==> src/rtl/mul_iter_if.sv <==
// Operand/result handshake bundle for mul_iter: operand side (a, b, in_valid,
// in_ready, abort) and product side (out, out_valid, out_ready).
interface mul_iter_if #(
  parameter int WIDTH = 58
);
  logic [WIDTH-1:0]   a;
  logic [WIDTH-1:0]   b;
  logic               in_valid;
  logic               in_ready;
  logic               abort;
  logic [2*WIDTH-1:0] out;
  logic               out_valid;
  logic               out_ready;

  modport master (
    output a, b, in_valid, abort, out_ready,
    input  in_ready, out, out_valid
  );

  modport slave (
    input  a, b, in_valid, abort, out_ready,
    output in_ready, out, out_valid
  );
endinterface

==> src/rtl/mul_iter.sv <==
// Multi-cycle unsigned multiplier: retires K multiplier bits per clock into a
// 2*WIDTH accumulator, with optional early exit once the remaining digits are zero.
module mul_iter #(
  parameter int WIDTH     = 58,
  parameter int K         = 2,
  parameter int EARLY_OUT = 1
) (
  input  logic      clk,
  input  logic      rst_n,
  mul_iter_if.slave bus
);

  localparam int NCYC = (WIDTH + K - 1) / K;
  localparam int BW   = NCYC * K;
  localparam int AW   = 2 * WIDTH;
  localparam int CW   = (NCYC > 1) ? $clog2(NCYC) : 1;
  localparam int SW   = $clog2(AW) + 1;
  localparam logic [CW-1:0] LAST_CNT = CW'(NCYC - 1);

  typedef enum logic [1:0] {
    IDLE,
    RUN,
    DONE
  } state_t;

  state_t state;
  state_t state_nxt;

  logic [WIDTH-1:0]   a_r;
  logic [BW-1:0]      b_r;
  logic [BW-1:0]      b_shift;
  logic [AW-1:0]      acc;
  logic [AW-1:0]      acc_nxt;
  logic [AW-1:0]      prod;
  logic [CW-1:0]      count;
  logic [WIDTH+K-1:0] pp;
  logic [SW-1:0]      shamt;
  logic               accept;
  logic               last;

  // With a single digit there is nothing left to shift in; avoid an empty slice.
  if (NCYC > 1) begin : g_shift
    assign b_shift = {{K{1'b0}}, b_r[BW-1:K]};
  end else begin : g_noshift
    assign b_shift = '0;
  end

  always_comb begin
    accept  = (state == IDLE) && bus.in_valid && !bus.abort;
    pp      = (WIDTH+K)'(a_r) * (WIDTH+K)'(b_r[K-1:0]);
    shamt   = SW'(count) * SW'(K);
    acc_nxt = acc + (AW'(pp) << shamt);
    last    = (count == LAST_CNT) || ((EARLY_OUT != 0) && (b_shift == '0));
  end

  always_ff @(posedge clk or negedge rst_n) begin
    if (!rst_n) begin
      state <= IDLE;
    end else begin
      state <= state_nxt;
    end
  end

  always_comb begin
    state_nxt = state;
    unique case (state)
      IDLE: begin
        if (accept) state_nxt = RUN;
      end
      RUN: begin
        if (bus.abort)  state_nxt = IDLE;
        else if (last)  state_nxt = DONE;
      end
      DONE: begin
        if (bus.abort || bus.out_ready) state_nxt = IDLE;
      end
      default: state_nxt = IDLE;
    endcase
  end

  always_comb begin
    bus.in_ready  = (state == IDLE);
    bus.out_valid = (state == DONE);
    bus.out       = prod;
  end

  // prod is only written on the final RUN step, so it survives abort and IDLE.
  always_ff @(posedge clk or negedge rst_n) begin
    if (!rst_n) begin
      a_r   <= '0;
      b_r   <= '0;
      acc   <= '0;
      count <= '0;
      prod  <= '0;
    end else if (accept) begin
      a_r   <= bus.a;
      b_r   <= BW'(bus.b);
      acc   <= '0;
      count <= '0;
    end else if ((state == RUN) && !bus.abort) begin
      acc   <= acc_nxt;
      b_r   <= b_shift;
      count <= count + CW'(1);
      if (last) prod <= acc_nxt;
    end
  end

endmodule

==> src/flat_wrapper.sv <==
// flat-port wrapper written by rule: the top's interface ports become plain ports
module mul_iter_flat 
#(
  parameter int WIDTH     = 58,
  parameter int K         = 2,
  parameter int EARLY_OUT = 1
)
  (clk, rst_n, bus_a, bus_b, bus_in_valid, bus_abort, bus_out_ready, bus_in_ready, bus_out, bus_out_valid);
  mul_iter_if #(.WIDTH(WIDTH)) bus_i ();
  input  logic clk;
  input  logic rst_n;
  input wire logic [$bits(bus_i.a)-1:0] bus_a;
  input wire logic [$bits(bus_i.b)-1:0] bus_b;
  input wire logic [$bits(bus_i.in_valid)-1:0] bus_in_valid;
  input wire logic [$bits(bus_i.abort)-1:0] bus_abort;
  input wire logic [$bits(bus_i.out_ready)-1:0] bus_out_ready;
  output wire logic [$bits(bus_i.in_ready)-1:0] bus_in_ready;
  output wire logic [$bits(bus_i.out)-1:0] bus_out;
  output wire logic [$bits(bus_i.out_valid)-1:0] bus_out_valid;
  assign bus_i.a = bus_a;
  assign bus_i.b = bus_b;
  assign bus_i.in_valid = bus_in_valid;
  assign bus_i.abort = bus_abort;
  assign bus_i.out_ready = bus_out_ready;
  assign bus_in_ready = bus_i.in_ready;
  assign bus_out = bus_i.out;
  assign bus_out_valid = bus_i.out_valid;
  mul_iter #(.WIDTH(WIDTH), .K(K), .EARLY_OUT(EARLY_OUT)) u_core (.clk(clk), .rst_n(rst_n), .bus(bus_i));
endmodule
==> config.mk <==
export PLATFORM = sky130hd
export DESIGN_NAME = mul_iter_flat
export DESIGN_NICKNAME = d
export VERILOG_FILES = /design/src/rtl/mul_iter_if.sv /design/src/rtl/mul_iter.sv /design/src/flat_wrapper.sv
export SDC_FILE = /design/constraint.sdc
export NUM_CORES = 1
export LEC_CHECK = 0
export CAP_MARGIN = 20
export CORE_ASPECT_RATIO = 1.25
export CORE_MARGIN = 2
export CORE_UTILIZATION = 50
export DETAILED_ROUTE_END_ITERATION = 12
export PLACE_DENSITY = 0.67
export SYNTH_ARGS = -nofsm -noshare
export SYNTH_HDL_FRONTEND = slang
export SYNTH_SLANG_ARGS = --single-unit
export TNS_END_PERCENT = 10
==> constraint.sdc <==
create_clock -name clk -period 7.6 [get_ports clk]
set_clock_uncertainty 0.1 [all_clocks]
set_input_delay 1.9 -clock clk [delete_from_list [all_inputs] [get_ports clk]]
set_output_delay 1.9 -clock clk [all_outputs]
set_load 0.05 [all_outputs]
# --- Word-level counts from Yosys, hierarchy flattened ---
# Index checks and enable logic that the tools add are counted.
classes:
  n_mux: 11
  reduce_logical: 11
  shift: 1
  bitwise_logic: 1
  add_sub_neg: 2
  n_mul: 1
  n_eq_ne: 6
ops:
  columns: ["cell", "n"]
  rows:
  - ["116-bit two-way mux", 2]
  - ["116-bit adder", 1]
  - ["58-bit two-way mux", 2]
  - ["60-bit by 6-bit << shifter with 116-bit output", 1]
  - ["58-bit by 2-bit multiplier with 60-bit output", 1]
  - ["58-bit logical NOT", 1]
  - ["5-bit two-way mux", 2]
  - ["2-bit two-way mux", 4]
  - ["2-bit one-hot mux with 3 select lines", 1]
  - ["3-bit AND reduction", 2]
  - ["5-bit by 1-bit adder with 5-bit output (second input constant)", 1]
  - ["5-bit equality test (second input constant)", 1]
  - ["2-bit by 1-bit inequality test with 1-bit output (second input constant)", 2]
  - ["1-bit logical AND", 3]
  - ["3-bit by 2-bit inequality test with 1-bit output (second input constant)", 1]
  - ["2-bit by 1-bit equality test with 1-bit output (second input constant)", 1]
  - ["2-bit equality test (second input constant)", 1]
  - ["2-bit logical NOT", 1]
  - ["1-bit logical OR", 2]
  - ["2-bit nonzero test", 1]
  - ["1-bit logical NOT", 1]
  - ["1-bit NOT", 1]
totals:
  register_bits: 355
  elab_cells: 39
  input_bits: 121
  out_inout_bits: 118

# --- Longest topological paths before layout ---
# Gate-level depths: netlist of run 1.
depth:
  word_depth: 5
  depth_mapped: 31
  ltp_nobuf: 28

# --- Least setup slack after synthesis of run 1 ---
# Ideal clock, no wire load.
synth_path:
  path_kind: "flip-flop to flip-flop"
  startpoint: "register u_core.b_r[0]"
  endpoint: "register u_core.prod[115], in the netlist u_core.bus.out[115]"
  setup_time_ns: 0.131
  t_arrival_ns: 6.647
  required_time_ns: 7.369
  stages_incl_launch_ff: 30
  path_buffers: 2
  setup_slack_ns: 0.722
  period_less_slack_ns: 6.878
  cell_sequence: "dfrtp_1 > clkbuf_1 > and2_1 > ha_1 > fa_1 > a211oi_2 > o21ai_2 > a31oi_2 > o21ai_2 > a32oi_1 > nor3_1 > or3_1 > and2_1 > a21o_1 > mux4_2 > mux2i_1 > mux2i_1 > ha_1 > clkbuf_1 > nand4_1 > nor3_1 > nand3_1 > or4_1 > nor4_1 > a2111oi_2 > a31oi_1 > a31oi_1 > xnor2_2 > xnor2_1 > o21ai_1"
synth_via:
  elab_chain_len: 3
synth_lines:
  columns: ["element", "line_no", "source"]
  rows:
  - ["from (decl)", "mul_iter.sv:30", "logic [BW-1:0] b_r;"]
  - ["from (signal assigned)", "mul_iter.sv:97", "b_r <= BW'(bus.b);"]
  - ["from (signal assigned)", "mul_iter.sv:102", "b_r <= b_shift;"]
  - ["58-bit by 2-bit multiplier with 60-bit output", "mul_iter.sv:50", "pp = (WIDTH+K)'(a_r) * (WIDTH+K)'(b_r[K-1:0]);"]
  - ["60-bit by 6-bit << shifter with 116-bit output", "mul_iter.sv:52", "acc_nxt = acc + (AW'(pp) << shamt);"]
  - ["116-bit adder", "mul_iter.sv:52", null]
  - ["to (signal assigned)", "mul_iter.sv:104", "if (last) prod <= acc_nxt;"]
  - ["to (decl)", "mul_iter.sv:34", "logic [AW-1:0] prod;"]
# No other way between the ends.
# A chain may end at the register's enable or synchronous reset.

# --- Worst setup path in the final report of run 1 ---
layout_path:
  startpoint: "register u_core.b_r[1]"
  endpoint: "register u_core.prod[75], in the netlist u_core.bus.out[75]"
# Same word-level chain as after synthesis.

==> summary.txt, run 1 <==
Job
  • Maxcap violations: 0

Final layout
  • Commonest non-fill, non-tap cells in the layout: 411 x nand2_1, 377 x buf_4, 350 x dfrtp_1, 272 x a21oi_1, 249 x nor2_1
  • Leading cell type in the layout, fill and taps excluded: nand2_1
  • Layout Area Growth over Synthesis: 26.0%
  • Fill count: 5016
  • Layout cells sized above 1: 20.8%
  • NumNets Final: 4171
  • Final std cells w/o fill: 4656

Yosys
  • Ranking of synthesized cells by area: dfrtp_1 30%, ha_1 7.5%, mux2_2 7.2%
  • Post-synthesis area per instance: 8.49 um^2
  • Synth Register Bits: 355
  • EDFF count, synth: 0
  • Netlist cell types: 97
  • Synth Instances: 3432
  • Synth top area share: 30.5%
  • Syn_nets: 3729
  • Seq/Total Area, Yosys: 30.5%
  • Netlist Area Pre-Place: 29100 um^2
  • Yosys warning count: 0
  • Cell taking the most area after synthesis: dfrtp_1
  • Post-synth top flop: dfrtp_1
  • Asr flop ratio synth: 100%

Power
  • Sequential Power Share: 21.0%
  • Leakage: 16.8 nW
  • VDD IR max: 0.282 mV
  • Internal power: 6.26 mW
  • Share of total power in combinational logic: 61.0%
  • Psw: 5.12 mW
  • Net switching fraction of the power: 45.0%
  • Cell Pwr Density: 310 nW/um^2
  • Clock power frac: 17.9%

Drt
  • Via Count: 29000
  • Drt pass-1 iters: 5
  • Antenna Violating Nets Remaining: 0
  • Final WL: 106000 um
  • Routed vias/inst: 6.22
  • Drt wl/cell: 22.8 um
  • DR iter-0 viols: 2725
  • DRC: 0

Global route
  • Largest net degree at the start of global routing: 138
  • Vias in the first global route: 28600
  • Grt total ovfl: 0
  • Initial antenna violation count: 4
  • Tot GR Track Use: 34.3%
  • First-pass GRT wire length: 162000 um

Placed design
  • Placer Congestion: 1.06
  • PortBufs: 238
  • DP Cell Count: 4566
  • Detailed Place HPWL: 82500 um

CTS
  • Maximum clock path buffer count: 3
  • Clk_lat worst skew: 580 ps
  • H-tree level count: 2
  • Sink Count: 355
  • Reg clk slew, reported paths: 60 ps
  • CTS tree: done
  • Root buffer cell: clkbuf_16
  • Clock buffer count from CTS: 39
  • Hold buffer count at cts: 0

Critical path
  • CP Class: flop to flop
  • Most frequent cell on the critical path: buf_4
  • Worst EP arrival: 7710 ps
  • Kind of cell adding the most delay to the critical path: compound AO/OA/AOI/OAI gates
  • CP endpoint kind: flop
  • Crit-path slowest cell: ha_1
  • Startpoint types: flop
  • WP data required: 7960 ps
  • CP bufs+invs: 7
  • Largest stage delay, worst path: 440 ps
  • CP max FO: 47

STA
  • Max Clk Rate: 0.136 GHz
  • Max Slew Vio Count: 0
  • Headroom to the max-slew limit: 28.8%
  • Final period util: 96.8%
  • Setup-failing EPs final: 0
  • Worst-Margin Slew: 1070 ps
  • Fin. Hold Viols: 0
  • Crit path time final: 7360 ps
  • TNS Setup: 0 ps
  • RSZ-0062 raised after global routing: yes

Min path
  • Hold WC Path Type: flop to flop

Floorplanning
  • Standard-cell rows: 98
  • Die Ht: 274 um
  • Initial core utilization: 50.8%
  • I/O pin count: 239
  • Die extent in x: 220 um
  • Core Footprint: 57400 um^2
  • Die Area: 60300 um^2

Run status
  • Status: complete, no violations
-- cells by family (layout without fill, tap and decap cells) --
group	after synthesis	after routing	synth area share, %
AOI/OAI and AO/OA	1106	1106	25.4
and+or+nand+nor	1079	1079	17.2
DFF	355	355	30.5
buffers and inverters	277	748	3.66
muxes	267	267	10.5
adders and majority gates	176	176	7.61
xor gates and xnor gates	172	172	5.19
other	0	3	0
-- worst register-to-register path, delay by kind of cell (launching register included) --
kind / cells / cell delay [ps]
AO/OA/AOI/OAI: 12 / 2310
XOR/XNOR: 1 / 160
adder cells (fa/ha/maj): 3 / 1020
buffers and inverters: 7 / 1110
flip-flops: 1 / 410
multiplexers: 3 / 720
AND/OR/NAND/NOR: 9 / 1430
-- power groups by stage --
stage / logic [mW] / clock network [mW] / registers, mW
finish: 6.95 / 2.04 / 2.39
global route: 7.44 / 2.15 / 2.42
CTS: 6.54 / 2.08 / 2.38
detailed placement: 6.47 / 0 / 2.40
global placement: 6.38 / 0 / 2.40
floorplan: 3.88 / 0 / 2.32
-- cells in the mapped netlist (23+ instances only) --
| master | n |
|---|---|
| ha_1 | 174 |
| xor2_1 | 67 |
| xnor2_1 | 104 |
| nand2_1 | 413 |
| inv_1 | 54 |
| a211oi_1 | 34 |
| nor4_1 | 31 |
| o21bai_1 | 44 |
| a31oi_1 | 25 |
| mux2i_1 | 70 |
| a21o_1 | 91 |
| a22o_1 | 100 |
| and2_1 | 142 |
| dfrtp_1 | 355 |
| nand3_1 | 44 |
| a21oi_1 | 288 |
| o21a_1 | 27 |
| nor3_1 | 43 |
| mux2_2 | 186 |
| o211ai_1 | 23 |
| o21ai_0 | 210 |
| nand4_1 | 67 |
| clkbuf_1 | 200 |
| nor2_1 | 253 |
| a22oi_1 | 70 |
-- registers in the layout, indices dropped and copies added (netlist names) --
register        count
u_core.state        2
u_core.count        5
u_core.acc        116
u_core.bus.out    116
u_core.a_r         58
u_core.b_r         58
-- layout make-up --
cell class | instances | area [um^2] | share of cell area (%)
inverters | 56 | 210 | 0.572
clock inverters | 21 | 285 | 0.777
flip-flops and latches | 355 | 8890 | 24.2
well taps | 750 | 938 | 2.55
clock buffers | 49 | 1050 | 2.87
repair buffers | 622 | 5340 | 14.5
multi-input cells | 2800 | 20000 | 54.5
diodes | 3 | 7.51 | 0.0204
-- metrics by stage --
stage | setup WS, ps | total power, mW | util (%) | cell area, um^2 | hold slack [ps]
5_1_grt | -85.1 | 12.0 | 64.0 | 36700 | 412
2_1_floorplan | 722 | 6.20 | - | 29100 | 355
4_1_cts | -5.15 | 11.0 | 62.6 | 35900 | 393
3_5_place_dp | -351 | 8.87 | 60.1 | 34500 | 379
3_3_place_gp | -317 | 8.78 | 60.1 | 34500 | 362
6_report | 245 | 11.4 | 64.0 | 36700 | 387
-- final timing paths --
check	endpoint	start	cells past startpoint	slack (ps)
setup / recovery	u_core.bus.out[75]	u_core.b_r[1]	35	240
hold / removal	u_core.bus.out[69]	u_core.bus.out[69]	2	390
setup reg to reg	u_core.bus.out[75]	u_core.b_r[1]	35	240
hold reg to reg	u_core.bus.out[69]	u_core.bus.out[69]	2	390
max in group asynchronous	u_core.bus.out[111]	rst_n	2	4810
min in group asynchronous	u_core.acc[33]	rst_n	1	1210
-- routing by layer --
| metal | GRT usage (%) | wire, um | share of wire (%) |
|---|---|---|---|
| met5 | 0 | 15 | 0.014 |
| met4 | 16.0 | 5360 | 5.1 |
| met3 | 4.03 | 5240 | 4.9 |
| met2 | 58.2 | 51400 | 49 |
| met1 | 43.3 | 43900 | 41 |
-- what timing repair did --
action | CTS | global route
endpoints found under the setup margin | 35 | 95
pin swaps | 2 | 52
endpoints found under the hold margin | 0 | 0
setup buffers | 1 | 16
resized for setup | 24 | 158
Note: power is estimated with default switching activity, not from simulation.
==> run 2: changes to the inputs <==
- ABC_AREA: not set -> 0
- clock period: 7.6 -> 7.71 ns (I/O delays scaled with it)
==> run 2 against run 1 <==
Effect of this change: power fell by 3.9%; combinational power decreased by 4.9%; non-clock buffer count down 58; clock power fell by 4%; count of clock-buffer cells in the layout stayed put; setup slack worse by 36 ps; sequential share of layout area up 0.43 points; via count down 0.60%; die area unchanged; cell count shrank 1.3%; utilization down 1.1 points; final area shrank 1.8%.
==> summary.txt, run 2 (synthesis results as in run 1) <==
CTS
  • Clk_lat worst skew: 600 ps
  • Sink Count: 355
  • Maximum clock path buffer count: 3
  • Hold buffer count at cts: 0
  • Root buffer cell: clkbuf_16
  • H-tree level count: 2
  • Clock buffer count from CTS: 38
  • CTS tree: done
  • Reg clk slew, reported paths: 70 ps

Drt
  • Highest Signal Layer: met5
  • Drt pass-1 iters: 6
  • Met2 wire length: 51200 um
  • DRC: 0
  • Via Count: 28800
  • Final WL: 106000 um
  • Drt wl/cell: 23.0 um
  • Antenna Violating Nets Remaining: 0
  • Met1 wire length: 43100 um
  • DR iter-0 viols: 2635
  • Met3 routed WL: 6350 um
  • Routed vias/inst: 6.27

Final layout
  • Layout Area Growth over Synthesis: 23.8%
  • Fill count: 4961
  • Seq. cell area: 8890 um^2
  • Final std cells w/o fill: 4596
  • Layout cells sized above 1: 19.2%
  • Leading cell type in the layout, fill and taps excluded: nand2_1
  • NumNets Final: 4112
  • Fin util: 62.9%
  • Footprint of the multi-input gates: 19900 um^2
  • Commonest non-fill, non-tap cells in the layout: 412 x nand2_1, 350 x dfrtp_1, 321 x buf_4, 277 x a21oi_1, 250 x nor2_1

Placed design
  • Detailed Place HPWL: 82900 um
  • Placer Congestion: 1.02
  • DP Cell Count: 4505
  • PortBufs: 238

STA
  • Max Clk Rate: 0.133 GHz
  • Max Slew Vio Count: 0
  • Crit path time final: 7500 ps
  • Fin. Hold Viols: 0
  • Final period util: 97.3%
  • Headroom to the max-slew limit: 29.1%
  • Setup-failing EPs final: 0
  • RSZ-0062 raised after global routing: yes
  • Final hold slack: 377 ps
  • Worst-Margin Slew: 1060 ps

Power
  • Net switching fraction of the power: 45.8%
  • Sequential Power Share: 21.7%
  • Cell Pwr Density: 303 nW/um^2
  • Psw: 5.01 mW
  • Internal power: 5.92 mW
  • VDD IR max: 0.239 mV
  • Leakage: 16.5 nW
  • Clock power frac: 17.8%
  • Share of total power in combinational logic: 60.4%

Global route
  • Grt total ovfl: 0
  • Vias in the first global route: 28000
  • Initial antenna violation count: 3
  • First-pass GRT wire length: 162000 um
  • Largest net degree at the start of global routing: 124
  • Tot GR Track Use: 34.4%

Critical path
  • Crit-path slowest cell: o211ai_1
  • Worst EP arrival: 7860 ps
  • WP data required: 8070 ps
  • CP Class: flop to flop
  • CP endpoint kind: flop
  • Most frequent cell on the critical path: a21oi_1
  • Startpoint types: flop
  • Largest stage delay, worst path: 580 ps
  • CP max FO: 46

Min path
  • Hold WC Path Type: flop to flop

Floorplanning
  • Die Area: 60300 um^2
  • Core Footprint: 57400 um^2
  • Initial core utilization: 50.8%
  • I/O pin count: 239
  • Die Ht: 274 um
  • Standard-cell rows: 98
  • Die extent in x: 220 um

Job
  • Maxcap violations: 0

Run status
  • Status: complete, no violations
run 2: final cells by class:
type,instances,area share [%]
inverters,56,0.582
flip-flops and latches,355,24.6
multi-input cells,2800,55.0
well taps,750,2.60
repair buffers,564,13.5
diodes,2,0.0139
clock buffers,49,2.97
clock inverters,20,0.617
run 2: worst paths after layout:
path                                    start                   to  slack, ps  cells after the start
max                             u_core.b_r[1]  u_core.bus.out[109]        210                     30
min                        u_core.bus.out[70]   u_core.bus.out[70]        380                      2
max reg2reg                     u_core.b_r[1]  u_core.bus.out[109]        210                     30
min reg2reg                u_core.bus.out[70]   u_core.bus.out[70]        380                      2
max in group asynchronous               rst_n      u_core.count[1]       4770                      2
min in group asynchronous               rst_n   u_core.bus.out[38]       1200                      1
run 2: what timing repair did:
| action | CTS | global route |
|---|---|---|
| pin swaps | 2 | 35 |
| resized for setup | 14 | 126 |
| setup endpoints to repair | 27 | 83 |
| buffers inserted | 2 | 18 |
run 2: metal layers:
metal | GRT usage (%) | vias up
li1 | - | 13400
met1 | 43.0 | 13900
met2 | 59.0 | 1182
met3 | 4.58 | 282
met4 | 15.1 | 4
met5 | 0 | -
run 2: through the flow:
stage	power (mW)	instance area, um^2	setup slack [ps]	TNS, ps
final	10.9	36100	208	0
after global placement	8.49	34000	-178	-876
after CTS	10.6	35400	24.9	0
after global routing	11.5	36100	-35.2	-120
after floorplan	6.11	29100	832	0
after detailed placement	8.56	34000	-314	-2510
run 2: power by group through the flow:
| stage | registers, mW | clock network, mW | logic, mW |
|---|---|---|---|
| after global routing | 2.40 | 2.05 | 7.07 |
| after detailed placement | 2.39 | 0 | 6.17 |
| after floorplan | 2.28 | 0 | 3.83 |
| after global placement | 2.38 | 0 | 6.11 |
| final | 2.37 | 1.95 | 6.61 |
| after CTS | 2.36 | 1.98 | 6.23 |
run 2: critical path, delay by kind of cell (launching register included):
family / cells / cell delay (ps)
adders and majority gates: 2 / 800
muxes: 1 / 260
and+or+nand+nor: 5 / 1100
DFF: 1 / 410
xor gates and xnor gates: 2 / 360
AOI/OAI and AO/OA: 15 / 3580
buffers and inverters: 5 / 710
